File: src/rtl/proc_pkg.sv
// Shared ISA constants, field slices and FSM encoding for the 9-bit processor.
package proc_pkg;

  localparam int DATA_W     = 9;
  localparam int REG_ADDR_W = 2;
  localparam int OP_W       = 3;
  localparam int IMM_W      = 4;

  localparam logic [OP_W-1:0] OP_NOP  = 3'b000;
  localparam logic [OP_W-1:0] OP_ADD  = 3'b001;
  localparam logic [OP_W-1:0] OP_SUB  = 3'b010;
  localparam logic [OP_W-1:0] OP_AND  = 3'b011;
  localparam logic [OP_W-1:0] OP_OR   = 3'b100;
  localparam logic [OP_W-1:0] OP_LDI  = 3'b101;
  localparam logic [OP_W-1:0] OP_MOV  = 3'b110;
  localparam logic [OP_W-1:0] OP_HALT = 3'b111;

  localparam int OP_MSB  = 8;
  localparam int OP_LSB  = 6;
  localparam int RD_MSB  = 5;
  localparam int RD_LSB  = 4;
  localparam int RS1_MSB = 3;
  localparam int RS1_LSB = 2;
  localparam int RS2_MSB = 1;
  localparam int RS2_LSB = 0;
  localparam int IMM_MSB = 3;
  localparam int IMM_LSB = 0;

  typedef enum logic [2:0] {
    ST_IDLE   = 3'd0,
    ST_FETCH  = 3'd1,
    ST_DECODE = 3'd2,
    ST_EXEC   = 3'd3,
    ST_WB     = 3'd4,
    ST_HALTED = 3'd5
  } state_e;

endpackage

File: src/rtl/proc_alu.sv
// Combinational ALU: modulo-2^9 arithmetic, no carry and no flags.
module proc_alu
  import proc_pkg::*;
(
  input  logic [OP_W-1:0]   op_i,
  input  logic [DATA_W-1:0] a_i,
  input  logic [DATA_W-1:0] b_i,
  input  logic [IMM_W-1:0]  imm4_i,
  output logic [DATA_W-1:0] result_o
);

  always_comb begin
    result_o = '0;
    case (op_i)
      OP_ADD:  result_o = a_i + b_i;
      OP_SUB:  result_o = a_i - b_i;
      OP_AND:  result_o = a_i & b_i;
      OP_OR:   result_o = a_i | b_i;
      OP_LDI:  result_o = {{(DATA_W-IMM_W){1'b0}}, imm4_i};
      OP_MOV:  result_o = a_i;
      default: result_o = '0;
    endcase
  end

endmodule

File: src/rtl/proc_ctrl.sv
// Multicycle fetch/decode/execute/writeback sequencer for the 9-bit processor.
// Optional retired-instruction counter enabled by PROC_CTRL_PERF_CNT_EN.
module proc_ctrl
  import proc_pkg::*;
#(
  parameter int PC_W = 8
)
(
  input  logic                  clk,
  input  logic                  rst,
  input  logic                  start,
  output logic                  imem_req,
  output logic [PC_W-1:0]       imem_addr,
  input  logic                  imem_valid,
  input  logic [DATA_W-1:0]     imem_data,
  output logic                  rf_wr_en,
  output logic [REG_ADDR_W-1:0] rf_wr_addr,
  output logic [DATA_W-1:0]     rf_wr_data,
  output logic [REG_ADDR_W-1:0] rf_rd0_addr,
  output logic [REG_ADDR_W-1:0] rf_rd1_addr,
  input  logic [DATA_W-1:0]     rf_rd0_data,
  input  logic [DATA_W-1:0]     rf_rd1_data,
  output logic                  busy,
  output logic                  halted,
`ifdef PROC_CTRL_PERF_CNT_EN
  output logic [15:0]           retired_cnt,
`endif
  output logic [2:0]            dbg_state
);

  state_e              state_q;
  logic [PC_W-1:0]     pc_q;
  logic [DATA_W-1:0]   ir_q;
  logic [DATA_W-1:0]   opa_q;
  logic [DATA_W-1:0]   opb_q;
  logic [DATA_W-1:0]   result_q;
  logic [DATA_W-1:0]   alu_result;
  logic [OP_W-1:0]     op;
  logic [PC_W-1:0]     pc_d;

  assign op   = ir_q[OP_MSB:OP_LSB];
  assign pc_d = pc_q + PC_W'(1);

  proc_alu u_alu (
    .op_i     (op),
    .a_i      (opa_q),
    .b_i      (opb_q),
    .imm4_i   (ir_q[IMM_MSB:IMM_LSB]),
    .result_o (alu_result)
  );

  always_ff @(posedge clk or posedge rst) begin
    if (rst) begin
      state_q  <= ST_IDLE;
      pc_q     <= '0;
      ir_q     <= '0;
      opa_q    <= '0;
      opb_q    <= '0;
      result_q <= '0;
    end else begin
      case (state_q)
        ST_IDLE: if (start) begin
          pc_q    <= '0;
          state_q <= ST_FETCH;
        end
        ST_FETCH: if (imem_valid) begin
          ir_q    <= imem_data;
          state_q <= ST_DECODE;
        end
        ST_DECODE: begin
          opa_q   <= rf_rd0_data;
          opb_q   <= rf_rd1_data;
          state_q <= ST_EXEC;
        end
        ST_EXEC: begin
          result_q <= alu_result;
          case (op)
            OP_NOP: begin
              pc_q    <= pc_d;
              state_q <= ST_FETCH;
            end
            OP_HALT: state_q <= ST_HALTED;
            default: state_q <= ST_WB;
          endcase
        end
        ST_WB: begin
          pc_q    <= pc_d;
          state_q <= ST_FETCH;
        end
        ST_HALTED: state_q <= ST_HALTED;
        default:   state_q <= ST_IDLE;
      endcase
    end
  end

  // Outputs decode registered state only, so reset clears them without waiting for a clock.
  assign imem_req    = (state_q == ST_FETCH);
  assign imem_addr   = pc_q;
  assign rf_wr_en    = (state_q == ST_WB);
  assign rf_wr_addr  = ir_q[RD_MSB:RD_LSB];
  assign rf_wr_data  = result_q;
  assign rf_rd0_addr = ir_q[RS1_MSB:RS1_LSB];
  assign rf_rd1_addr = ir_q[RS2_MSB:RS2_LSB];
  assign busy        = (state_q == ST_FETCH) || (state_q == ST_DECODE) ||
                       (state_q == ST_EXEC)  || (state_q == ST_WB);
  assign halted      = (state_q == ST_HALTED);
  assign dbg_state   = state_q;

`ifdef PROC_CTRL_PERF_CNT_EN
  logic [15:0] retired_q;

  always_ff @(posedge clk or posedge rst) begin
    if (rst) begin
      retired_q <= '0;
    end else if ((state_q == ST_EXEC) && (op != OP_HALT) && (retired_q != 16'hFFFF)) begin
      retired_q <= retired_q + 16'd1;
    end
  end

  assign retired_cnt = retired_q;
`endif

endmodule

File: config.mk
export PLATFORM = sky130hd
export DESIGN_NAME = proc_ctrl
export DESIGN_NICKNAME = d
export VERILOG_FILES = /design/src/rtl/proc_pkg.sv /design/src/rtl/proc_alu.sv /design/src/rtl/proc_ctrl.sv
export SDC_FILE = /design/constraint.sdc
export NUM_CORES = 1
export LEC_CHECK = 0
export CAP_MARGIN = 0
export CORE_MARGIN = 8
export CORE_UTILIZATION = 40
export CTS_BUF_LIST = sky130_fd_sc_hd__clkbuf_8
export CTS_CLUSTER_DIAMETER = 60
export DETAILED_ROUTE_END_ITERATION = 16
export MAX_ROUTING_LAYER = met4
export PLACE_DENSITY = 0.69
export REMOVE_ABC_BUFFERS = 1
export SLEW_MARGIN = 10
export SYNTH_ARGS = -nofsm -noshare
export SYNTH_HDL_FRONTEND = slang
export SYNTH_HIERARCHICAL = 1
export SYNTH_SLANG_ARGS = --single-unit
export TNS_END_PERCENT = 50
File: constraint.sdc
create_clock -name clk -period 8.8 [get_ports clk]
set_input_delay 1.32 -clock clk [delete_from_list [all_inputs] [get_ports clk]]
set_output_delay 1.32 -clock clk [all_outputs]
set_load 0.03 [all_outputs]
==> reports/qor.yml <==
grt_overflow: 0
ios: 61
ant_nets: 0
hold_buffers: 0
yosysTopAreaCell: "dfrtp_1"
dieArea_um2: 10290
r2r_cells: 12
design_area_um2: 3610
slew-limit-headroom_pct: 35.01
powerDensity_nw_per_um2: 450.3
synth_cells: 287
endpoint_kind: "output pin"
vias: 2328
crit_path_top_delay_cell: "clkdlybuf4s50_1"
die_w_um: 101.4
critPathKind: "reg2out"
regToRegSetupSlack_ns: 5.37
initial_core_util_pct: 40.70
synth_top_cell_area_share_pct: 40.27
diodes: 0
post_cts_buffers: 0
numPortBuffers: 60
die_h_um: 101.4
grt_pass1_vias: 2251
rows: 31
synthXorXnorAreaFrac_pct: 4.499
fin_nets: 381
ys_seq_area_share_pct: 40.27
drive_gt1_share_pct: 16.86
period_share_pct: 39.08
synth_adder_area_share_pct: 5.827
intPower_uw: 874.9
critPathLaunch: "dbg_state[0]$_DFFE_PP0P_"
syn2layout_area_growth_pct: 23.61
syn_avg_cell_area_um2: 10.18
syn_area_um2: 2920
yosys.area_share.simple_pct: 12.81
numCtsBuffers: 5
track_usage_pct: 13.91
htree_num_levels: 2
rr_startpoint: "ir_q[7]$_DFFE_PP0P_"
clkTransAtPathRegs_ns: 0.08
layout_setup_ws_ns: 5.361
dp_slack_ns: 5.391
worstPathRequired_ns: 7.48
clock_power_share_pct: 7.5
worstSetupEndpoint: "rf_wr_en"
synth-main-ff-cell: "dfrtp_1"
synth_edf_count: 0
worstMarginPinSlew_ns: 0.9734
maxCapViolCount: 0
switching_share_pct: 46.17
r2r_end: "rf_wr_data[8]$_DFFE_PP0P_"
synth.area.top_cells: "dfrtp_1 (40%), mux2_2 (15%), ha_1 (5.1%)"
synth_cell_types: 53
synth_seq_cells: 47
clkLatencyLatePin_ns: 0.29
grt_max_degree: 48
crit_chain: "or3b_1 > inv_1 > clkdlybuf4s50_1"
critPathMaxStageDelay_ns: 0.67
grt_pass1_wl_mm: 11.01
drtIter0Drc: 163
vias_per_cell: 5.327
p_leak_nw: 1.505
placed_area_um2: 3528
cts_resized: 0
fmax_mhz: 290.8
muxShareOfSynthArea_pct: 15.00
ctsLongestPathBuffers: 2
synthArstFlopShare_pct: 100.0
hold_path_depth: 1
p_sw_uw: 750.6
hold_path_class: "reg2reg"
cts_root_buf: "clkbuf_8"
synth_top_family_by_area: "compound AO/OA/AOI/OAI gates"
avgRoutedWirePerCell_um: 15.55
grt_antenna_before_repair: 0
status: "complete, no violations"
seqPwrFrac_pct: 27.2
clock-sinks: 47
drt-pass1-iter-count: 4
setup_violations: 0
final.setup.tns_ns: 0
drt-total-wl_mm: 6.794
yosys_warnings: 6
drc: 0
synth_compound_area_share_pct: 15.77
dp_hpwl_mm: 5.151
final-hold-violation-count: 0
ir_drop_v: 0.0002011
combinationalPowerShare_pct: 65.3
startpoint_type: "flop"
slew_violations: 0
period_minus_slack_ns: 3.439
core_area_um2: 7176
rsz0062_at_grt: "no"
gp_congestion: 0.9709
cts_tree: "yes"
cp.arrival_ns: 2.12
finClkSkew_ns: 0.003108
cp_max_fo: 11
==> through the flow <==
stage	hold WS (ns)	util, %	std cells	power (mW)
after floorplan	0.5102	-	269	1.206
after global placement	0.4924	49.17	429	1.496
after detailed placement	0.4891	49.17	429	1.506
after CTS	0.5010	50.31	437	1.636
after global routing	0.5284	50.31	437	1.770
final	0.4963	50.31	437	1.626
==> cell families after synthesis <==
logic type / after synthesis
and+or+nand+nor: 72
DFF: 47
muxes: 39
AOI/OAI and AO/OA: 72
xor gates and xnor gates: 15
adders and majority gates: 13
buffers and inverters: 29
==> layer usage <==
metal / part of all wire, % / vias to the layer above / track usage (%)
met3: 5.1 / 9 / 3.299
met5: 0 / - / -
li1: - / 1133 / -
met2: 46 / 56 / 21.05
met1: 47 / 1130 / 17.66
met4: 1.8 / 0 / 5.040
==> synthesized netlist by cell type (all sizes together) (6+ instances only) <==
cell type and count:
xnor2 11, nand3 6, nor2 21, ha 12, inv 11, nor3 8
mux2 38, buf 14, a21oi 21, a31oi 6, dfrtp 47, o21ai 20
nand2 14
==> worst max-delay path, delay by kind of cell, from the launching register on <==
family                 cells  cell delay (ns)
buffers and inverters      2             0.76
flip-flops                 1             0.50
AND/OR/NAND/NOR            1             0.56
==> cells in the final DEF (no fill, tap or decap), types with 2 or more instances in the layout <==
cell,count
clkbuf_8,5
and3_1,4
o21ai_1,4
ha_1,12
a22oi_1,2
a31oi_1,6
o22a_1,2
nor3_1,7
inv_1,12
o21a_1,2
or2_2,2
nor2_1,21
o22ai_1,3
o21ai_0,15
nand3_1,6
clkdlybuf4s50_1,60
o221ai_1,2
nand2_1,14
o211ai_1,2
a32oi_1,2
a21oi_1,20
dfrtp_1,47
mux2_2,38
xor2_1,4
nand2b_1,3
or3_1,2
nand4_1,3
xnor2_1,11
==> worst min path at each step <==
stage | to | start | slack, ns
2_1_floorplan | opa_q[0]$_DFFE_PP0P_ | opa_q[0]$_DFFE_PP0P_ | 0.51
5_1_grt | imem_addr[6]$_DFFE_PP0P_ | imem_addr[6]$_DFFE_PP0P_ | 0.53
3_3_place_gp | imem_addr[6]$_DFFE_PP0P_ | imem_addr[6]$_DFFE_PP0P_ | 0.49
6_report | imem_addr[6]$_DFFE_PP0P_ | imem_addr[6]$_DFFE_PP0P_ | 0.50
4_1_cts | imem_addr[6]$_DFFE_PP0P_ | imem_addr[6]$_DFFE_PP0P_ | 0.50
3_5_place_dp | imem_addr[6]$_DFFE_PP0P_ | imem_addr[6]$_DFFE_PP0P_ | 0.49
==> power groups by stage <==
| stage | Clock, mW | Combinational (mW) | Sequential (mW) |
|---|---|---|---|
| detailed placement | 0 | 1.06 | 0.448 |
| global route | 0.135 | 1.17 | 0.464 |
| finish | 0.122 | 1.06 | 0.442 |
| global placement | 0 | 1.05 | 0.445 |
| floorplan | 0 | 0.712 | 0.494 |
| CTS | 0.128 | 1.06 | 0.445 |
==> registers in the layout, summed over array words and instances (netlist names) <==
register    flops
dbg_state       3
opb_q           9
imem_addr       8
opa_q           9
ir_q            9
rf_wr_data      9
==> area by class of cell <==
class / count / area [um2]
fill: 649 / 3566
multi-input combinational: 211 / 1579
sequential: 47 / 1176
timing repair buffer: 61 / 608.1
tap: 99 / 123.9
clock buffer: 5 / 68.82
inverter: 11 / 41.29
clock inverter: 3 / 12.51
No activity file was read; power rests on OpenSTA's default activity.
